**config.mk**
```make
export PLATFORM = sky130hd
export DESIGN_NAME = fetch_stage
export DESIGN_NICKNAME = d
export VERILOG_FILES = /design/src/rtl/pipe_pkg.sv /design/src/rtl/if_id_reg.sv /design/src/rtl/fetch_stage.sv
export SDC_FILE = /design/constraint.sdc
export NUM_CORES = 1
export LEC_CHECK = 0
export BUFFER_PORTS_ARGS = -buffer_cell sky130_fd_sc_hd__clkbuf_2
export CAP_MARGIN = 10
export CORE_MARGIN = 1.5
export CORE_UTILIZATION = 45
export DETAILED_ROUTE_END_ITERATION = 8
export GPL_ROUTABILITY_DRIVEN = 0
export PLACE_DENSITY = 0.75
export SYNTH_ARGS = -nofsm -noshare
export SYNTH_HDL_FRONTEND = slang
export SYNTH_SLANG_ARGS = --single-unit
```
**constraint.sdc**
```tcl
create_clock -name clk -period 5.6 [get_ports clk]
set_clock_uncertainty 0.15 [all_clocks]
set_input_delay 0.28 -clock clk [delete_from_list [all_inputs] [get_ports clk]]
set_output_delay 0.28 -clock clk [all_outputs]
set_load 0.01 [all_outputs]
```
**src/rtl/pipe_pkg.sv**
```systemverilog
// Shared pipeline definitions: PC width, bubble word, fetch FSM states and
// the IF/ID bundle that later pipeline registers reuse.
package pipe_pkg;

  localparam int PC_W = 32;

  // Bubble word used on flush and halt (sll $0,$0,0).
  localparam logic [31:0] NOP_INSTR = 32'h0000_0000;

  typedef enum logic [0:0] {
    ST_RUN  = 1'b0,
    ST_HALT = 1'b1
  } fetch_state_e;

  typedef struct packed {
    logic [31:0]     instr;
    logic [PC_W-1:0] pc_plus4;
    logic            valid;
  } if_id_t;

  // Force a byte address onto a word boundary.
  function automatic logic [PC_W-1:0] align_word(input logic [PC_W-1:0] addr);
    return {addr[PC_W-1:2], 2'b00};
  endfunction

endpackage

```
**src/rtl/if_id_reg.sv**
```systemverilog
// IF/ID pipeline register with hold and flush. Hold wins over flush, so a
// stalled stage never loses the instruction it is holding.
module if_id_reg
  import pipe_pkg::*;
#(
  parameter logic [31:0] NOP_WORD = pipe_pkg::NOP_INSTR
) (
  input  logic   clk,
  input  logic   rst_n,
  input  logic   hold_i,
  input  logic   flush_i,
  input  if_id_t d_i,
  output if_id_t q_o
);

  if_id_t bundle_q;
  if_id_t bubble_s;

  // Bubble contents loaded on reset and on flush.
  always_comb begin
    bubble_s          = '0;
    bubble_s.instr    = NOP_WORD;
    bubble_s.pc_plus4 = 32'h0000_0000;
    bubble_s.valid    = 1'b0;
  end

  // Pipeline register: hold, else flush to a bubble, else load.
  always_ff @(posedge clk or negedge rst_n) begin
    if (!rst_n) begin
      bundle_q <= bubble_s;
    end else if (hold_i) begin
      bundle_q <= bundle_q;
    end else if (flush_i) begin
      bundle_q <= bubble_s;
    end else begin
      bundle_q <= d_i;
    end
  end

  assign q_o = bundle_q;

endmodule

```
**src/rtl/fetch_stage.sv**
```systemverilog
// Instruction-fetch stage: PC register, next-PC selection, halt on leaving
// the populated instruction memory, and the IF/ID register toward decode.
module fetch_stage
  import pipe_pkg::*;
#(
  parameter logic [31:0] RESET_PC   = 32'h0000_0000,
  parameter int          IMEM_WORDS = 64,
  parameter int          CNT_W      = 16,
  parameter logic [31:0] NOP_INSTR  = pipe_pkg::NOP_INSTR
) (
  input  logic             clk,
  input  logic             rst_n,
  input  logic             stall,
  input  logic             branch_taken,
  input  logic [31:0]      branch_target,
  input  logic             jump,
  input  logic [31:0]      jump_target,
  output logic [31:0]      imem_addr,
  input  logic [31:0]      imem_instr,
  output logic [31:0]      if_id_instr,
  output logic [31:0]      if_id_pc_plus4,
  output logic             if_id_valid,
  output logic             halted,
  output logic [CNT_W-1:0] fetch_count
);

  localparam logic [PC_W-1:0]  IMEM_BYTES = 32'(IMEM_WORDS * 4);
  localparam logic [CNT_W-1:0] CNT_MAX    = {CNT_W{1'b1}};
  localparam logic [CNT_W-1:0] CNT_ONE    = {{(CNT_W-1){1'b0}}, 1'b1};

  fetch_state_e     state_q, state_d;
  logic [PC_W-1:0]  pc_q, pc_d;
  logic             halted_q, halted_d;
  logic [CNT_W-1:0] cnt_q, cnt_d;

  logic [PC_W-1:0]  pc_plus4_s;
  logic             oob_s;
  logic             hold_s;
  logic             flush_s;
  if_id_t           if_d_s;
  if_id_t           if_q_s;

  // Next-PC selection and fetch FSM transitions; the first matching rule wins.
  always_comb begin
    pc_plus4_s = pc_q + 32'd4;
    oob_s      = (pc_q >= IMEM_BYTES);
    pc_d       = pc_q;
    state_d    = state_q;
    halted_d   = halted_q;
    cnt_d      = cnt_q;
    hold_s     = 1'b1;
    flush_s    = 1'b0;
    case (state_q)
      ST_RUN: begin
        if (stall) begin
          // Redirects seen during a stall are re-presented afterwards.
          hold_s = 1'b1;
        end else if (branch_taken) begin
          pc_d    = align_word(branch_target);
          hold_s  = 1'b0;
          flush_s = 1'b1;
        end else if (jump) begin
          pc_d    = align_word(jump_target);
          hold_s  = 1'b0;
          flush_s = 1'b1;
        end else if (oob_s) begin
          state_d  = ST_HALT;
          halted_d = 1'b1;
          hold_s   = 1'b0;
          flush_s  = 1'b1;
        end else begin
          pc_d    = pc_plus4_s;
          hold_s  = 1'b0;
          flush_s = 1'b0;
          cnt_d   = (cnt_q == CNT_MAX) ? cnt_q : (cnt_q + CNT_ONE);
        end
      end
      ST_HALT: begin
        // Only reset leaves HALT; the bubble in IF/ID stays put.
        hold_s   = 1'b1;
        halted_d = 1'b1;
      end
      default: begin
        // Corrupted state: stop fetching and present a bubble.
        state_d  = ST_HALT;
        halted_d = 1'b1;
        hold_s   = 1'b0;
        flush_s  = 1'b1;
      end
    endcase
  end

  // Bundle offered to IF/ID when a sequential fetch completes.
  always_comb begin
    if_d_s          = '0;
    if_d_s.instr    = imem_instr;
    if_d_s.pc_plus4 = pc_plus4_s;
    if_d_s.valid    = 1'b1;
  end

  // FSM state, PC, halt flag and fetch counter.
  always_ff @(posedge clk or negedge rst_n) begin
    if (!rst_n) begin
      state_q  <= ST_RUN;
      pc_q     <= align_word(RESET_PC);
      halted_q <= 1'b0;
      cnt_q    <= '0;
    end else begin
      state_q  <= state_d;
      pc_q     <= pc_d;
      halted_q <= halted_d;
      cnt_q    <= cnt_d;
    end
  end

  if_id_reg #(
    .NOP_WORD (NOP_INSTR)
  ) u_if_id (
    .clk     (clk),
    .rst_n   (rst_n),
    .hold_i  (hold_s),
    .flush_i (flush_s),
    .d_i     (if_d_s),
    .q_o     (if_q_s)
  );

  assign imem_addr      = pc_q;
  assign if_id_instr    = if_q_s.instr;
  assign if_id_pc_plus4 = if_q_s.pc_plus4;
  assign if_id_valid    = if_q_s.valid;
  assign halted         = halted_q;
  assign fetch_count    = cnt_q;

endmodule

```
**Word level (Yosys, flattened, before mapping)**

Index checks and enable logic that the tools add are counted.

- Add/subtract/negate cells: 2
- $mul: 0
- Div/mod/pow operators: 0
- $lt $le $gt $ge: 1
- Equal/unequal tests: 6
- Shifts and indexed selects: 0
- Multiplexer cells: 20
- Bitwise gates (word level): 6
- Reduce and logical (&&, ||, !) cells: 3

Operators with widths:

| operator | number |
|---|---|
| 2-to-1 mux 32 bit | 3 |
| 2-to-1 mux 65 bit | 1 |
| adder 32 x 3 -> 32 bit (second input constant) | 1 |
| >= comparator 32 x 9 -> 1 bit (second input constant) | 1 |
| adder 16 x 1 -> 16 bit (second input constant) | 1 |
| == test 16 bit (second input constant) | 1 |
| 2-to-1 mux 1 bit | 14 |
| inequality test 2 bit (second input constant) | 4 |
| inverter 1 bit | 6 |
| AND reduction 6 bit | 1 |
| one-hot mux 1 bit (2 select lines) | 2 |
| AND reduction 4 bit | 1 |
| inequality test 3 bit (second input constant) | 1 |
| AND reduction 3 bit | 1 |

- Bits in registers: 115
- Bits in latches: 0
- Memory bits (writable): 0
- Bits in read-only memories: 0
- Bits of input ports: 101
- Output and inout bits: 114
- Word-level logic and storage cells: 45
- Memories kept: 0

**Longest topological paths before layout**

- Word-level depth: 7
- Gate-level depth with buffers: 9

**Hierarchy**

Synthesis repeated with hierarchy kept, for this count alone.

- Cells, all modules: 668
- Area total of the unflattened synthesis: 6075.8 um^2

Modules (own cells, without submodules):

| module | times used | cells an instance | area an instance (um^2) |
|---|---|---|---|
| fetch_stage | 1 | 388 | 3360.7 |
| if_id_reg | 1 | 280 | 2715.1 |

**Worst setup path before layout**

OpenSTA, ideal clock, no wires.

- Path type: flip-flop to flip-flop
- Start point: reg pc_q[4] (netlist: imem_addr[4])
- End point: reg pc_q[30] (netlist: imem_addr[30])
- Arrival time: 2.033 ns
- Data required time: 5.329 ns
- Slack: 3.296 ns
- Stages on the path, launching flop included: 9
- Buffers on the path: 3
- Path through: dfrtp_1 > buf_2 > or3_1 > o211ai_1 > o21ai_1 > and2_1 > buf_2 > buf_2 > a22o_1

- Cells in the longest elaborated chain, start to end: 4

Ends and longest elaborated chain:

| element | RTL line | text |
|---|---|---|
| start: declaration | fetch_stage.sv:32 | `logic [PC_W-1:0] pc_q, pc_d;` |
| start signal: assignment | fetch_stage.sv:105 | `pc_q <= align_word(RESET_PC);` |
| start signal: assignment | fetch_stage.sv:110 | `pc_q <= pc_d;` |
| adder 32 x 3 -> 32 bit | fetch_stage.sv:45 | `pc_plus4_s = pc_q + 32'd4;` |
| 2-to-1 mux 32 bit | fetch_stage.sv:66 | `end else if (oob_s) begin` |
| 2-to-1 mux 32 bit | fetch_stage.sv:62 | `end else if (jump) begin` |
| 2-to-1 mux 32 bit | fetch_stage.sv:58 | `end else if (branch_taken) begin` |

Several ways; a longest one is shown, not always the timed one. The select of a mux whose other input is x is not followed.
A chain may end at the register's enable or synchronous reset.

**Worst setup path after layout**

- Start point: reg pc_q[10] (netlist: imem_addr[10])
- End point: reg pc_q[20] (netlist: imem_addr[20])

The elaborated chain is that of the path after synthesis.

==> flow_metrics.tcl <==
set metrics [dict create \
    drtIter0Drc 345 \
    synth_most_common_cell "dfrtp_1" \
    grt_setup_unrepaired "no" \
    post-route-period-util_pct 51.56 \
    grt_use_met2_pct 38.19 \
    synth_top_cells_by_area "dfrtp_1 53%, a22o_1 7.8%, xnor2_1 3.7%, and2_1 3.2%, nand2_1 2.3%" \
    yosys_most_used_dff "dfrtp_1" \
    pwr-share-seq_pct 49.3 \
    firstDrtPassIters 5 \
    grt-busiest-layer "met2" \
    power_density_nw_per_um2 316.1 \
    critPathKind "reg -> reg" \
    clock_path_buffers 2 \
    power.leakage_nw 3.359 \
    synth.distinct_cells 55 \
    async_flop_share_pct 100.0 \
    worst_hold_slack_ps 12.39 \
    overflow 0 \
    grt_max_degree 78 \
    peakVddDrop_mv 0.1849 \
    cts_resized 0 \
    clkPwrFrac_pct 28.6 \
    die_area_um2 12330 \
    pre_cts_slack_ps 2463 \
    grtUsageTotal_pct 23.64 \
    nets 790 \
    fin_ws_ps 2713 \
    antenna_found_initial 0 \
    switchingPower_w 0.0007221 \
    synthTopCellsByCount "112 x dfrtp_1, 47 x a22o_1, 32 x nand2_1" \
    core.rowCount 39 \
    met3_usage_pct 5.413 \
    viasPerCell 5.706 \
    cp_slowest_cell "and2_1" \
    drv_cap 0 \
    rr_worst_depth 5 \
    slew_violations 0 \
    n_antenna_cell 0 \
    drive_gt1_share_pct 35.75 \
    cp_data_required_time_ps 5680 \
    status "completed" \
    finalHoldViolations 0 \
    fmax_mhz 346.3 \
    worst_pin_slew_ps 1129 \
    cp.arrival_ps 2970 \
    grt_pass1_wl_um 23560 \
    hp-start "imem_instr[7]" \
    ant_nets 0 \
    cts.sinks 112 \
    internal_power_w 0.001413 \
    cts-root-buf "clkbuf_16" \
    hp-class "in -> reg" \
    ys_warn_count 0 \
    end_kind "flop" \
    power_frac_comb_pct 22.1 \
    syn_to_final_growth_pct 28.62 \
    ff2ff_setup_slack_ps 2710 \
    worst_r2r_endpoint "imem_addr[20]$_DFFE_PN0P_" \
    crit_chain "nor4_1, nand4_1, o21ai_1, and2_1, mux2_2" \
    switching_share_pct 33.82 \
    initial_core_util_pct 45.99 \
    finalSetupTns_ps 0 \
    drcViolationCount 0 \
    postRouteWirelength_um 14390 \
    max_slew_margin_pct 24.73 \
    vias 4759 \
    port_buffers 208 \
    cts_tree "built" \
    die_h_um 111.0 \
    clk_latency_ps 340 \
    whs_path_depth 2 \
    ios 215 \
    die_w_um 111.0 \
    syn_avg_cell_area_um2 10.83 \
    clkTransAtPathRegs_ps 80 \
    synth-edff-count 0 \
    cpPeakStageDelay_ps 840 \
    met1_usage_pct 32.00 \
    cpLargestDelayFamily "simple AND/OR/NAND/NOR gates" \
    dpl.hpwl_um 10100 \
    r2r_start "imem_addr[10]$_DFFE_PN0P_" \
    hold_end "u_if_id.q_o[40]$_DFFE_PN0N_" \
    post_drt_wl_per_cell_um 17.25 \
    total_power_w 0.002135 \
    setup_viol 0 \
    yosys.area.top_type "dfrtp_1" \
    cp_num_buf_inv 0 \
    synth_area_um2 5251 \
    cts_inserted_buffers 9 \
    path_max_fanout 26 \
    yosysSeqAreaShare_pct 53.37 \
    cts_max_level 3 \
    synth.top_cell.area_share_pct 53.37 \
    worst_setup_path_start_kind "flop" \
    postSynthRegisterBits 112 \
    synth_cells 485 \
    grt_pass1_vias 4653 \
    core-area_um2 11420 \
    period_needed_ps 2887 \
]
## timing repair
action / in CTS / in global routing
hold endpoints to repair: 45 / 1
hold buffers: 11 / 1
setup buffers: 0 / 0
## sequential cells by signal, indices dropped and copies added (netlist names)
register     cells
imem_addr       30
state_q          1
fetch_count     16
u_if_id.q_o     64
halted           1
## metrics by stage
stage | utilization [%] | cell area, um^2 | std cells
6_report | 59.15 | 6754 | 834
3_5_place_dp | 55.63 | 6352 | 806
3_3_place_gp | 55.63 | 6352 | 806
4_1_cts | 59.06 | 6744 | 833
2_1_floorplan | - | 5255 | 486
5_1_grt | 59.15 | 6754 | 834
## how the worst max path moves through the flow
stage	from	to	slack, ps	depth (start not counted)
after floorplan	imem_addr[4]$_DFFE_PN0P_	imem_addr[30]$_DFFE_PN0P_	3300	8
after global placement	branch_taken	fetch_count[1]$_DFFE_PN0P_	2550	7
after detailed placement	branch_taken	fetch_count[1]$_DFFE_PN0P_	2460	7
after CTS	imem_addr[10]$_DFFE_PN0P_	imem_addr[20]$_DFFE_PN0P_	2740	5
after global routing	imem_addr[10]$_DFFE_PN0P_	imem_addr[20]$_DFFE_PN0P_	2560	5
final	imem_addr[10]$_DFFE_PN0P_	imem_addr[20]$_DFFE_PN0P_	2710	5
## cells in the final DEF (no fill, tap or decap), types with 3 or more instances in the layout
| master | n |
|---|---|
| o21a_1 | 6 |
| clkbuf_2 | 207 |
| o211ai_1 | 9 |
| and3_1 | 8 |
| nor4_1 | 14 |
| nor3_1 | 5 |
| dlygate4sd3_1 | 12 |
| dfrtp_1 | 112 |
| ha_1 | 3 |
| or2_2 | 3 |
| nand2_1 | 32 |
| mux2i_1 | 3 |
| nand3_1 | 22 |
| or3_1 | 3 |
| o31ai_1 | 3 |
| clkbuf_16 | 9 |
| a22o_1 | 47 |
| inv_1 | 8 |
| nand4_1 | 13 |
| xnor2_1 | 22 |
| buf_4 | 6 |
| and4_2 | 3 |
| a21oi_1 | 23 |
| and2_1 | 27 |
| a31oi_1 | 17 |
| nor2_1 | 6 |
| o21ai_0 | 8 |
| o2111ai_1 | 3 |
| o311ai_1 | 3 |
| mux2_2 | 7 |
| nand2b_1 | 10 |
| xor2_1 | 4 |
## worst reg2reg max path: cells and delay by family (launching register included)
family          cells  cell delay (ps)
simple gates        3             1500
flops               1              480
mux                 1              430
compound gates      1              220
## logic make-up after synthesis
family,after synthesis,share of synthesized area (%)
and+or+nand+nor,153,16.85
AOI/OAI and AO/OA,135,18.85
DFF,112,53.37
buffers and inverters,45,3.741
xor gates and xnor gates,26,4.336
muxes,10,2.073
adders and majority gates,3,0.7149
other,1,0.07141
## metal layers
| metal | routed length [um] | up-vias |
|---|---|---|
| li1 | - | 2211 |
| met4 | 230 | 0 |
| met1 | 6171 | 2293 |
| met3 | 968 | 20 |
| met5 | 0 | - |
| met2 | 7019 | 235 |
## area by class of cell
| type | count | area (um^2) |
|---|---|---|
| clock buffers | 10 | 229.0 |
| clock inverters | 6 | 52.55 |
| fillers | 988 | 4664 |
| inverters | 9 | 33.78 |
| multi-input cells | 329 | 2256 |
| flip-flops and latches | 112 | 2803 |
| well taps | 143 | 178.9 |
| repair buffers | 225 | 1201 |
## power by group through the flow
stage                     clock network, W  logic (W)  registers (W)
after floorplan                          0   0.000245        0.00105
after global placement                   0   0.000452        0.00106
after detailed placement                 0   0.000463        0.00106
after CTS                         0.000623   0.000472        0.00105
after global routing              0.000662   0.000520        0.00107
final                             0.000611   0.000472        0.00105
Note: power is estimated with default switching activity, not from simulation.
